===== config.mk =====
export PLATFORM = sky130hd
export DESIGN_NAME = sha256_round_ctrl
export DESIGN_NICKNAME = d
export VERILOG_FILES = /design/src/rtl/sha256_pkg.sv /design/src/rtl/sha256_round_cnt.sv /design/src/rtl/sha256_round_ctrl.sv
export SDC_FILE = /design/constraint.sdc
export NUM_CORES = 1
export LEC_CHECK = 0
export CAP_MARGIN = 0
export CORE_MARGIN = 1
export CORE_UTILIZATION = 45
export CTS_CLUSTER_SIZE = 14
export DETAILED_ROUTE_END_ITERATION = 10
export MAX_ROUTING_LAYER = met4
export PLACE_DENSITY_LB_ADDON = 0.1
export SLEW_MARGIN = 20
export SYNTH_ARGS = -nofsm -noshare
export SYNTH_HDL_FRONTEND = slang
export SYNTH_SLANG_ARGS = --single-unit

===== constraint.sdc =====
create_clock -name clk_i -period 3.3 [get_ports clk_i]
set_input_delay 0.66 -clock clk_i [delete_from_list [all_inputs] [get_ports clk_i]]
set_output_delay 0.66 -clock clk_i [all_outputs]
set_load 0.01 [all_outputs]

===== src/rtl/sha256_pkg.sv =====
// Shared types and constants for the SHA-256 round controller.
// Latency: n/a (declarations only).
// Backpressure: n/a.
package sha256_pkg;

  localparam int SHA256_ROUNDS   = 64;
  localparam int SHA256_W_DIRECT = 16;
  localparam int SHA256_CTRL_LAT = 67;

  typedef enum logic [2:0] {
    ST_IDLE  = 3'd0,
    ST_LOAD  = 3'd1,
    ST_ROUND = 3'd2,
    ST_FINAL = 3'd3,
    ST_DONE  = 3'd4
  } sha256_ctrl_state_t;

endpackage


===== src/rtl/sha256_round_cnt.sv =====
// 6-bit round counter with clear, enable and terminal-count flag.
// Latency: count updates one cycle after en_i; last_o is combinational from the count.
// Backpressure: none; clear wins over enable.
module sha256_round_cnt
  import sha256_pkg::*;
#(
  parameter int LAST = SHA256_ROUNDS - 1
) (
  input  logic       clk_i,
  input  logic       rst_i,
  input  logic       clr_i,
  input  logic       en_i,
  output logic [5:0] cnt_o,
  output logic       last_o
);

  // Round index register: reset/clear to zero, otherwise step when enabled.
  always_ff @(posedge clk_i) begin
    if (rst_i || clr_i) begin
      cnt_o <= 6'd0;
    end else if (en_i) begin
      cnt_o <= cnt_o + 6'd1;
    end
  end

  assign last_o = (cnt_o == 6'(LAST));

endmodule


===== src/rtl/sha256_round_ctrl.sv =====
// Sequencer for the SHA-256 compression datapath: block accept, 64 rounds, H update, digest handshake.
// Latency: accept at T -> LOAD T+1, rounds T+2..T+65, FINAL T+66, digest_valid/blk_ready at T+67.
// Backpressure: one block in flight; blk_ready_o low until the block retires, DONE holds until digest_ready_i.
// Optional abort port enabled by defining SHA256_CTRL_ABORT_EN.
module sha256_round_ctrl
  import sha256_pkg::*;
#(
  parameter int ROUNDS   = SHA256_ROUNDS,
  parameter int W_DIRECT = SHA256_W_DIRECT
) (
  input  logic       clk_i,
  input  logic       rst_i,
  input  logic       blk_valid_i,
  input  logic       blk_first_i,
  input  logic       blk_last_i,
  output logic       blk_ready_o,
  input  logic       digest_ready_i,
  output logic       digest_valid_o,
  output logic       k_load_o,
  output logic       k_shift_o,
  output logic       w_sel_o,
  output logic       st_init_o,
  output logic       st_en_o,
  output logic       h_init_o,
  output logic       h_upd_o,
  output logic [5:0] round_o,
  output logic       busy_o
`ifdef SHA256_CTRL_ABORT_EN
  ,
  input  logic       abort_i
`endif
);

  localparam logic [5:0] W_DIRECT_C = 6'(W_DIRECT);

  sha256_ctrl_state_t state_q, state_d;

  logic chain_q;   // a previous non-last block left H holding a chaining value
  logic first_q;   // current block starts from the IV
  logic last_q;    // current block ends the message
  logic accept;
  logic cnt_clr;
  logic cnt_en;
  logic cnt_last;
  logic abort_w;

`ifdef SHA256_CTRL_ABORT_EN
  assign abort_w = abort_i;
`else
  assign abort_w = 1'b0;
`endif

  sha256_round_cnt #(
    .LAST (ROUNDS - 1)
  ) u_round_cnt (
    .clk_i  (clk_i),
    .rst_i  (rst_i),
    .clr_i  (cnt_clr),
    .en_i   (cnt_en),
    .cnt_o  (round_o),
    .last_o (cnt_last)
  );

  // State register.
  always_ff @(posedge clk_i) begin
    if (rst_i) begin
      state_q <= ST_IDLE;
    end else begin
      state_q <= state_d;
    end
  end

  // Next-state and strobe decode; abort overrides every non-idle transition.
  always_comb begin
    state_d        = state_q;
    blk_ready_o    = 1'b0;
    digest_valid_o = 1'b0;
    k_load_o       = 1'b0;
    k_shift_o      = 1'b0;
    w_sel_o        = 1'b0;
    st_init_o      = 1'b0;
    st_en_o        = 1'b0;
    h_init_o       = 1'b0;
    h_upd_o        = 1'b0;
    accept         = 1'b0;
    cnt_clr        = 1'b1;
    cnt_en         = 1'b0;

    case (state_q)
      ST_IDLE: begin
        blk_ready_o = ~rst_i & ~abort_w;
        if (blk_valid_i && !rst_i && !abort_w) begin
          accept  = 1'b1;
          state_d = ST_LOAD;
        end
      end
      ST_LOAD: begin
        st_init_o = 1'b1;
        k_load_o  = 1'b1;
        h_init_o  = first_q;
        state_d   = ST_ROUND;
      end
      ST_ROUND: begin
        st_en_o   = 1'b1;
        k_shift_o = 1'b1;
        w_sel_o   = (round_o >= W_DIRECT_C);
        cnt_en    = 1'b1;
        cnt_clr   = cnt_last;
        if (cnt_last) begin
          state_d = ST_FINAL;
        end
      end
      ST_FINAL: begin
        h_upd_o = ~abort_w;
        state_d = last_q ? ST_DONE : ST_IDLE;
      end
      ST_DONE: begin
        digest_valid_o = 1'b1;
        if (digest_ready_i) begin
          state_d = ST_IDLE;
        end
      end
      default: begin
        state_d = ST_IDLE;
      end
    endcase

    if (abort_w && state_q != ST_IDLE) begin
      state_d = ST_IDLE;
      cnt_clr = 1'b1;
      cnt_en  = 1'b0;
    end
  end

  assign busy_o = (state_q != ST_IDLE);

  // Per-block flags and the chaining marker; a first block or an unchained start reloads the IV.
  always_ff @(posedge clk_i) begin
    if (rst_i) begin
      chain_q <= 1'b0;
      first_q <= 1'b0;
      last_q  <= 1'b0;
    end else begin
      if (accept) begin
        first_q <= blk_first_i | ~chain_q;
        last_q  <= blk_last_i;
      end
      if (abort_w && state_q != ST_IDLE) begin
        chain_q <= 1'b0;
      end else if (state_q == ST_FINAL) begin
        chain_q <= ~last_q;
      end
    end
  end

endmodule


Yosys cells after proc, flatten, opt, wreduce, memory -nomap -nowiden:

Index checks and enable logic that the tools add are counted.

* word-level logic and storage cells: 40
* register bits: 12
* output and inout port bits: 16
* input bits: 6

* add/sub/neg operators: 1
* reduce and logical (&&, ||, !) cells: 6
* mux-type cells: 15
* bitwise gates (word level): 4
* equality and inequality tests: 8
* order comparisons: 1

Operators by type and width (number)
* one-hot mux 3 bit (5 select lines): 1
* 2-to-1 mux 3 bit: 4
* 2-to-1 mux 1 bit: 10
* adder 6 x 1 -> 6 bit, second input constant: 1
* equality test 3 x 2 -> 1 bit, second input constant: 2
* equality test 6 bit, second input constant: 1
* greater-or-equal comparator 6 x 5 -> 1 bit, second input constant: 1
* inequality test 2 bit, second input constant: 3
* equality test 3 x 1 -> 1 bit, second input constant: 1
* equality test 3 bit, second input constant: 1
* logical NOT 3 bit: 1
* NOT 1 bit: 3
* AND reduction 3 bit: 1
* nonzero test 3 bit: 1
* logical AND 1 bit: 1
* logical NOT 1 bit: 1
* logical OR 1 bit: 1
* OR 1 bit: 1

Logic depth before layout (Yosys ltp):

Gate-level depths: netlist of the first run.

* word-level depth: 4
* depth in mapped cells: 4
* gate-level depth less buffers: 4

Hierarchy:

A second synthesis of the first run with hierarchy kept.

* cell total of the unflattened synthesis: 64
* area total of the unflattened synthesis: 584.3 µm²

Modules (own cells, without submodules)
* sha256_round_ctrl: seq. area each 120.1 µm², instances 1, cells an instance 35, area an instance 322.8 µm²
* sha256_round_cnt: seq. area each 120.1 µm², instances 1, cells an instance 29, area an instance 261.5 µm²

Worst setup path after synthesis of the first run:

OpenSTA, ideal clock, no wires.

* path type: register -> output
* start point: register state_q[0]
* end point: output h_init_o
* buffers on the path: 1
* path slack: 1.493 ns
* arrival: 1.147 ns
* stages on the path, launching flop included: 4
* required time: 2.640 ns
* path through: dfxtp_1 -> buf_2 -> nor3b_1 -> and2_1

* word-level cells in the longest chain between the ends: 2

RTL lines
* from (decl): line sha256_round_ctrl.sv:36 `sha256_ctrl_state_t state_q, state_d;`
* from (signal assigned): line sha256_round_ctrl.sv:69 `state_q <= state_d;`
* equality test 3 x 1 -> 1 bit: line sha256_round_ctrl.sv:89 `case (state_q)`
* 2-to-1 mux 1 bit: line sha256_round_ctrl.sv:89
* to (decl): line sha256_round_ctrl.sv:24 `output logic h_init_o,`

No other way between the ends.

Final worst setup path of the first run:

* start point: input rst_i
* end point: output blk_ready_o

* word-level cells in the longest chain between the ends: 2

RTL lines
* from (decl): line sha256_round_ctrl.sv:12 `input logic rst_i,`
* NOT 1 bit: line sha256_round_ctrl.sv:91 `blk_ready_o = ~rst_i & ~abort_w;`
* 2-to-1 mux 1 bit: line sha256_round_ctrl.sv:89
* to (decl): line sha256_round_ctrl.sv:16 `output logic blk_ready_o,`

No other way between the ends.

==> results of run 1 <==
Yosys cell counts, drive strengths merged (2+ instances only):
| cell type | instances |
|---|---|
| a211oi | 2 |
| o21ai | 2 |
| nor2 | 10 |
| mux2i | 2 |
| xnor2 | 2 |
| inv | 3 |
| buf | 5 |
| nand2 | 2 |
| or3 | 2 |
| a21oi | 2 |
| dfxtp | 12 |
| nand2b | 2 |
| nor3b | 2 |
stage by stage:
step                      setup slack (ns)  utilization, %
after floorplan                      1.493               -
after global placement              0.7492           67.20
after detailed placement            0.7212           67.20
after CTS                           0.7222           70.30
after global routing                0.6283           70.30
final                               0.7317           70.30
cell type report:
| type | count | area, sq um |
|---|---|---|
| Sequential cell | 12 | 240.2 |
| Multi-Input combinational cell | 46 | 307.8 |
| Timing Repair Buffer | 21 | 210.2 |
| Fill cell | 93 | 347.8 |
| Tap cell | 14 | 17.52 |
| Inverter | 3 | 11.26 |
| Clock buffer | 4 | 36.28 |
power groups by stage:
stage | clock [uW] | sequential (uW) | combinational (uW)
2_1_floorplan | 0 | 160 | 54.9
3_3_place_gp | 0 | 170 | 71.3
5_1_grt | 130 | 169 | 79.1
4_1_cts | 122 | 167 | 73.0
6_report | 119 | 167 | 72.4
3_5_place_dp | 0 | 171 | 72.1
kinds of logic after synthesis:
group | Yosys count
flip-flops | 12
AND/OR/NAND/NOR | 29
AO/OA/AOI/OAI | 11
adder cells (fa/ha/maj) | 1
multiplexers | 2
XOR/XNOR | 3
buffers and inverters | 9
worst max-delay path, delay by kind of cell:
family                 cells  cell delay [ns]
AND/OR/NAND/NOR            1             0.16
buffers and inverters      2             1.09
registers in the layout (all words and copies together) (netlist names):
signal	count
chain_q	1
first_q	1
u_round_cnt.cnt_o	6
last_q	1
state_q	3
worst paths after layout:
kind,from,to,slack [ns]
worst max register to register,state_q[1],u_round_cnt.cnt_o[5],1.81
worst max-delay path,rst_i,blk_ready_o,0.73
worst min-delay path,chain_q,first_q,0.45
worst min register to register,chain_q,first_q,0.45
metal layers:
| layer | up-vias | track usage (%) | part of all wire, % |
|---|---|---|---|
| met4 | 0 | 7.759 | 0.90 |
| met3 | 2 | 5.202 | 4.1 |
| li1 | 271 | - | - |
| met2 | 14 | 32.50 | 47 |
| met5 | - | - | 0 |
| met1 | 250 | 26.43 | 48 |
==> metrics.md, run 1 <==
| Metric | Value |
|---|---|
| Post-Synth Simple-Gate Area | 29.31% |
| Avg WL per Cell | 12.29 microns |
| Internal power | 262.9 uW |
| Die W | 38.57 microns |
| Commonest non-fill, non-tap cell in the layout | clkdlybuf4s50_1 |
| # H-tree levels | 1 |
| Pleak | 0.0002917 uW |
| Post-cts repair resize count | 0 |
| Max stage delay cell, worst path | clkdlybuf4s50_1 |
| Syn_nets | 74 |
| Vias in the first global route | 479 |
| Total track usage | 21.01% |
| CTS Buffer Depth | 2 |
| Gate power share | 20.2% |
| F_max | 389.4 MHz |
| Tightest Hold Check Type | register to register |
| Antenna diodes | 0 |
| Clock transition at the registers of the reported paths | 0.09 ns |
| Fin cells | 100 |
| Vias | 537 |
| Mapped Area | 601.8 sq um |
| Power Density | 435.7 mW/mm^2 |
| Crit share post-route | 77.83% |
| CTS tree | yes |
| WS Path Type | primary input to output port |
| Cells after DPL | 96 |
| Post-CTS Setup Repair Bufs | 0 |
| Unrepaired setup endpoints after global routing | no |
| DR vias/cell | 5.370 |
| Die area | 0.001488 sq mm |
| Port bufs | 21 |
| Hold Vio Cnt, Final | 0 |
| Mux cell area share after synthesis | 3.326% |
| Die Y | 38.57 microns |
| Critical path's largest stage delay | 0.55 ns |
| Crit-path max FO | 9 |
| Final Cell Area | 823.3 sq um |
| Setup TNS | 0 ns |
| Compound-Gate Fraction of Synth Area | 12.06% |
| CTS Hold Bufs | 0 |
| Startpoint types | primary input |
| Async set or reset register ratio after synthesis | 0% |
| Largest net degree at the start of global routing | 12 |
| Worst slew pin tran | 0.3877 ns |
| Worst Path Required | 2.64 ns |
| Final setup viols | 0 |
| CTS Buf Count | 3 |
| Synth cell types | 34 |
| Crit path top cell by count | clkdlybuf4s50_1 |
| Peak VDD IR | 282.4 uV |
| Layout cells sized above 1 | 6.977% |
| Main flop type after synthesis | dfxtp_1 |
| Initial DRC count | 7 |
| Row count | 12 |
| DRC viols | 0 |
| WL final | 1.229 mm |
| Clk_skew | 0.008055 ns |
| Hold Worst Slack | 0.4535 ns |
| CTS sink cnt | 12 |
| Register bit count reported by yosys | 12 |
| Placed cell areas | 787.0 sq um |
| Area leader, netlist | dfxtp_1 |
| Core Area | 0.001171 sq mm |
| Insertion delay to the later sink of the worst-skew pair | 0.27 ns |
| Outcome | finished clean |
| Reg power frac | 46.6% |
| First-pass detailed-route iteration total | 3 |
| Nets@finish | 94 |
| Clock Tree Root | clkbuf_4 |
| Avg Inst Size Synth | 8.982 sq um |
| Ports | 22 |
| First-pass GRT wire length | 2.076 mm |
| Reg2Reg Depth | 3 |
| Initial antenna violation count | 0 |
| RD Place Congestion | 0.8095 |
| GRT Residual Overflow | 0 |
| Final slew viol count | 0 |
| Synthesis warning total | 0 |
| Rel. slew slack | 74.12% |
| Synth-to-layout area growth | 36.80% |
| Clock share of power | 33.3% |
| Synthesized-area fraction occupied by xor and xnor cells | 4.366% |
| Cell count after synthesis | 67 |
| CP Capture Type | output port |
| Antenna Violating Nets Remaining | 0 |
| Post-synth EDFFs | 0 |
| Share of the synthesized area in the top cell type | 39.92% |
| Most frequent cells in the layout | 21 x clkdlybuf4s50_1, 12 x dfxtp_1, 10 x nor2_1 |
| Switching Power | 95.82 uW |
| Sequential area share after synthesis | 39.92% |
| WHS Path Cells | 1 |
| Critical path arrival | 1.91 ns |
| Switching Share | 26.71% |
| Detailed placer's ending HPWL | 895.7 microns |
| Cell Chain, Critical Path | clkdlybuf4s50_1 -> nor2_1 -> clkdlybuf4s50_1 |
| Synth top area cells | dfxtp_1 40%, nor2_1 6.2%, buf_4 3.7%, mux2i_1 3.3%, xnor2_1 2.9% |
| Min Clock Period, post-route | 2.568 ns |
| Main combinational cell family by area after synthesis | simple AND/OR/NAND/NOR gates |
| Synth Area in Adders | 2.079% |
| Max-cap viol count | 0 |
| Tot Pwr | 358.7 uW |
| Starting density of the core | 51.39% |
Power figures use the tool's default switching activity.
==> run 2, diff against run 1 <==
--- a/config.mk
+++ b/config.mk
@@ -7,7 +7,7 @@
 export LEC_CHECK = 0
 export CAP_MARGIN = 0
 export CORE_MARGIN = 1
-export CORE_UTILIZATION = 45
+export CORE_UTILIZATION = 42
 export CTS_CLUSTER_SIZE = 14
 export DETAILED_ROUTE_END_ITERATION = 10
 export MAX_ROUTING_LAYER = met4
==> constraint.sdc (replaced) <==
create_clock -name clk_i -period 2.6 [get_ports clk_i]
set_input_delay 0.52 -clock clk_i [delete_from_list [all_inputs] [get_ports clk_i]]
set_output_delay 0.52 -clock clk_i [all_outputs]
set_load 0.01 [all_outputs]
==> run 2 against run 1 <==
  * Hold slack worse by 0.0025 ns
  * Clock skew down 0.0050 ns
  * Total power up 16%
  * Final cell count up 1.0%
  * Critical path depth unchanged
  * Die area up 6.8%
  * Non-clock buffer count up 1
  * Core utilization down 8.2 points
  * Sequential power up 27%
  * Count of clock-buffer cells in the layout down 1
  * Sequential share of layout area up 0.18 points
==> metrics.md, run 2 (synthesis gave the netlist of run 1 again) <==
| Metric | Value |
|---|---|
| Port bufs | 21 |
| Largest net degree at the start of global routing | 12 |
| Reg power frac | 51.0% |
| CP Capture Type | output port |
| Antenna Violating Nets Remaining | 0 |
| Antenna diodes | 0 |
| Pleak | 0.0002893 uW |
| Hold Vio Cnt, Final | 0 |
| Die Y | 39.86 microns |
| CTS Hold Bufs | 0 |
| Buf/Inv on CP | 1 |
| Power Density | 508.7 mW/mm^2 |
| CTS tree | yes |
| Peak VDD IR | 285.1 uV |
| Clock Tree Root | clkbuf_4 |
| Starting density of the core | 45.68% |
| Vias in the first global route | 398 |
| Post-CTS Setup Repair Bufs | 0 |
| Nets@finish | 95 |
| Crit-path max FO | 11 |
| Clock transition at the registers of the reported paths | 0.07 ns |
| Startpoint types | register |
| DRC viols | 0 |
| Final setup viols | 0 |
| Critical path arrival | 1.85 ns |
| Top delay family on crit path | flip-flops |
| Worst slew pin tran | 0.3869 ns |
| Vias | 520 |
| WL final | 1.161 mm |
| Commonest non-fill, non-tap cell in the layout | clkdlybuf4s50_1 |
| F_max | 421.7 MHz |
| Max-cap viol count | 0 |
| Switching Share | 27.18% |
| Gate power share | 22.1% |
| Clock share of power | 26.9% |
| Largest reg by FF count | u_round_cnt.cnt_o |
| Unrepaired setup endpoints after global routing | no |
| Internal power | 303.1 uW |
| DR vias/cell | 5.149 |
| Worst Path Required | 2.08 ns |
| Insertion delay to the later sink of the worst-skew pair | 0.26 ns |
| Clk_skew | 0.003075 ns |
| WS Path Type | register to output port |
| Detailed placer's ending HPWL | 861.7 microns |
| Final slew viol count | 0 |
| Outcome | finished clean |
| RD Place Congestion | 0.7124 |
| Fill cell count | 126 |
| Post-cts repair resize count | 0 |
| Switching Power | 113.1 uW |
| Max stage delay cell, worst path | dfxtp_1 |
| Avg WL per Cell | 11.50 microns |
| CTS sink cnt | 12 |
| Regs by FF count | u_round_cnt.cnt_o (6), state_q (3) |
| Crit share post-route | 91.21% |
| Min Clock Period, post-route | 2.372 ns |
| CTS Buffer Depth | 2 |
| Rel. slew slack | 74.14% |
| Final Core Density | 62.11% |
| CTS Buf Count | 3 |
| Initial DRC count | 5 |
| Most frequent cells in the layout | 21 x clkdlybuf4s50_1, 12 x dfxtp_1, 10 x nor2_1 |
| Max reg flops | 6 |
| Core Area | 0.001318 sq mm |
| Die W | 39.86 microns |
| Synth-to-layout area growth | 35.97% |
| Total track usage | 17.65% |
| Ports | 22 |
| # H-tree levels | 1 |
| Tightest Hold Check Type | register to register |
| First-pass detailed-route iteration total | 3 |
| Layout cells sized above 1 | 6.977% |
| Die area | 0.001588 sq mm |
| Initial antenna violation count | 0 |
| GRT Residual Overflow | 0 |
| Row count | 13 |
| First-pass GRT wire length | 1.780 mm |
| Setup TNS | 0 ns |
| Critical path's largest stage delay | 0.55 ns |
| Cell Chain, Critical Path | nor3b_1 -> and2_1 -> clkdlybuf4s50_1 |
[run 2: through the flow]
step	power (uW)	std cells	hold slack [ns]	area, sq um	worst slack, ns
global placement	308.1	98	0.4324	795.8	0.4642
floorplan	272.4	67	0.4232	601.8	0.9327
detailed placement	309.8	98	0.4436	795.8	0.4770
finish	416.3	101	0.4510	818.3	0.2284
CTS	423.7	101	0.4561	818.3	0.2121
global route	441.7	101	0.4756	818.3	0.03417
[run 2: worst paths after layout]
kind	startpoint	endpoint	slack (ns)	cells after the start
max	state_q[0]	h_init_o	0.23	3
min	chain_q	first_q	0.45	1
max reg2reg	state_q[1]	u_round_cnt.cnt_o[5]	1.13	3
min reg2reg	chain_q	first_q	0.45	1
[run 2: power groups by stage]
stage	combinational, uW	sequential (uW)	clock (uW)
floorplan	69.7	203	0
global placement	92.2	216	0
detailed placement	92.8	217	0
CTS	93.2	213	118
global route	102	215	125
finish	92.1	212	112
[run 2: final cells by class]
type	instances	area, sq um	area share [%]
clock buffer	3	22.52	2.752
inverter	3	11.26	1.376
multi-input combinational	46	307.8	37.61
sequential	12	240.2	29.36
tap	15	18.77	2.294
timing repair buffer	22	217.7	26.61
[run 2: per-layer routing]
metal / track usage [%] / up-vias / wire, microns
met5: - / - / 0
li1: - / 274 / -
met1: 26.60 / 230 / 634
met2: 19.26 / 12 / 453
met3: 5.114 / 4 / 45
met4: 10.34 / 0 / 27
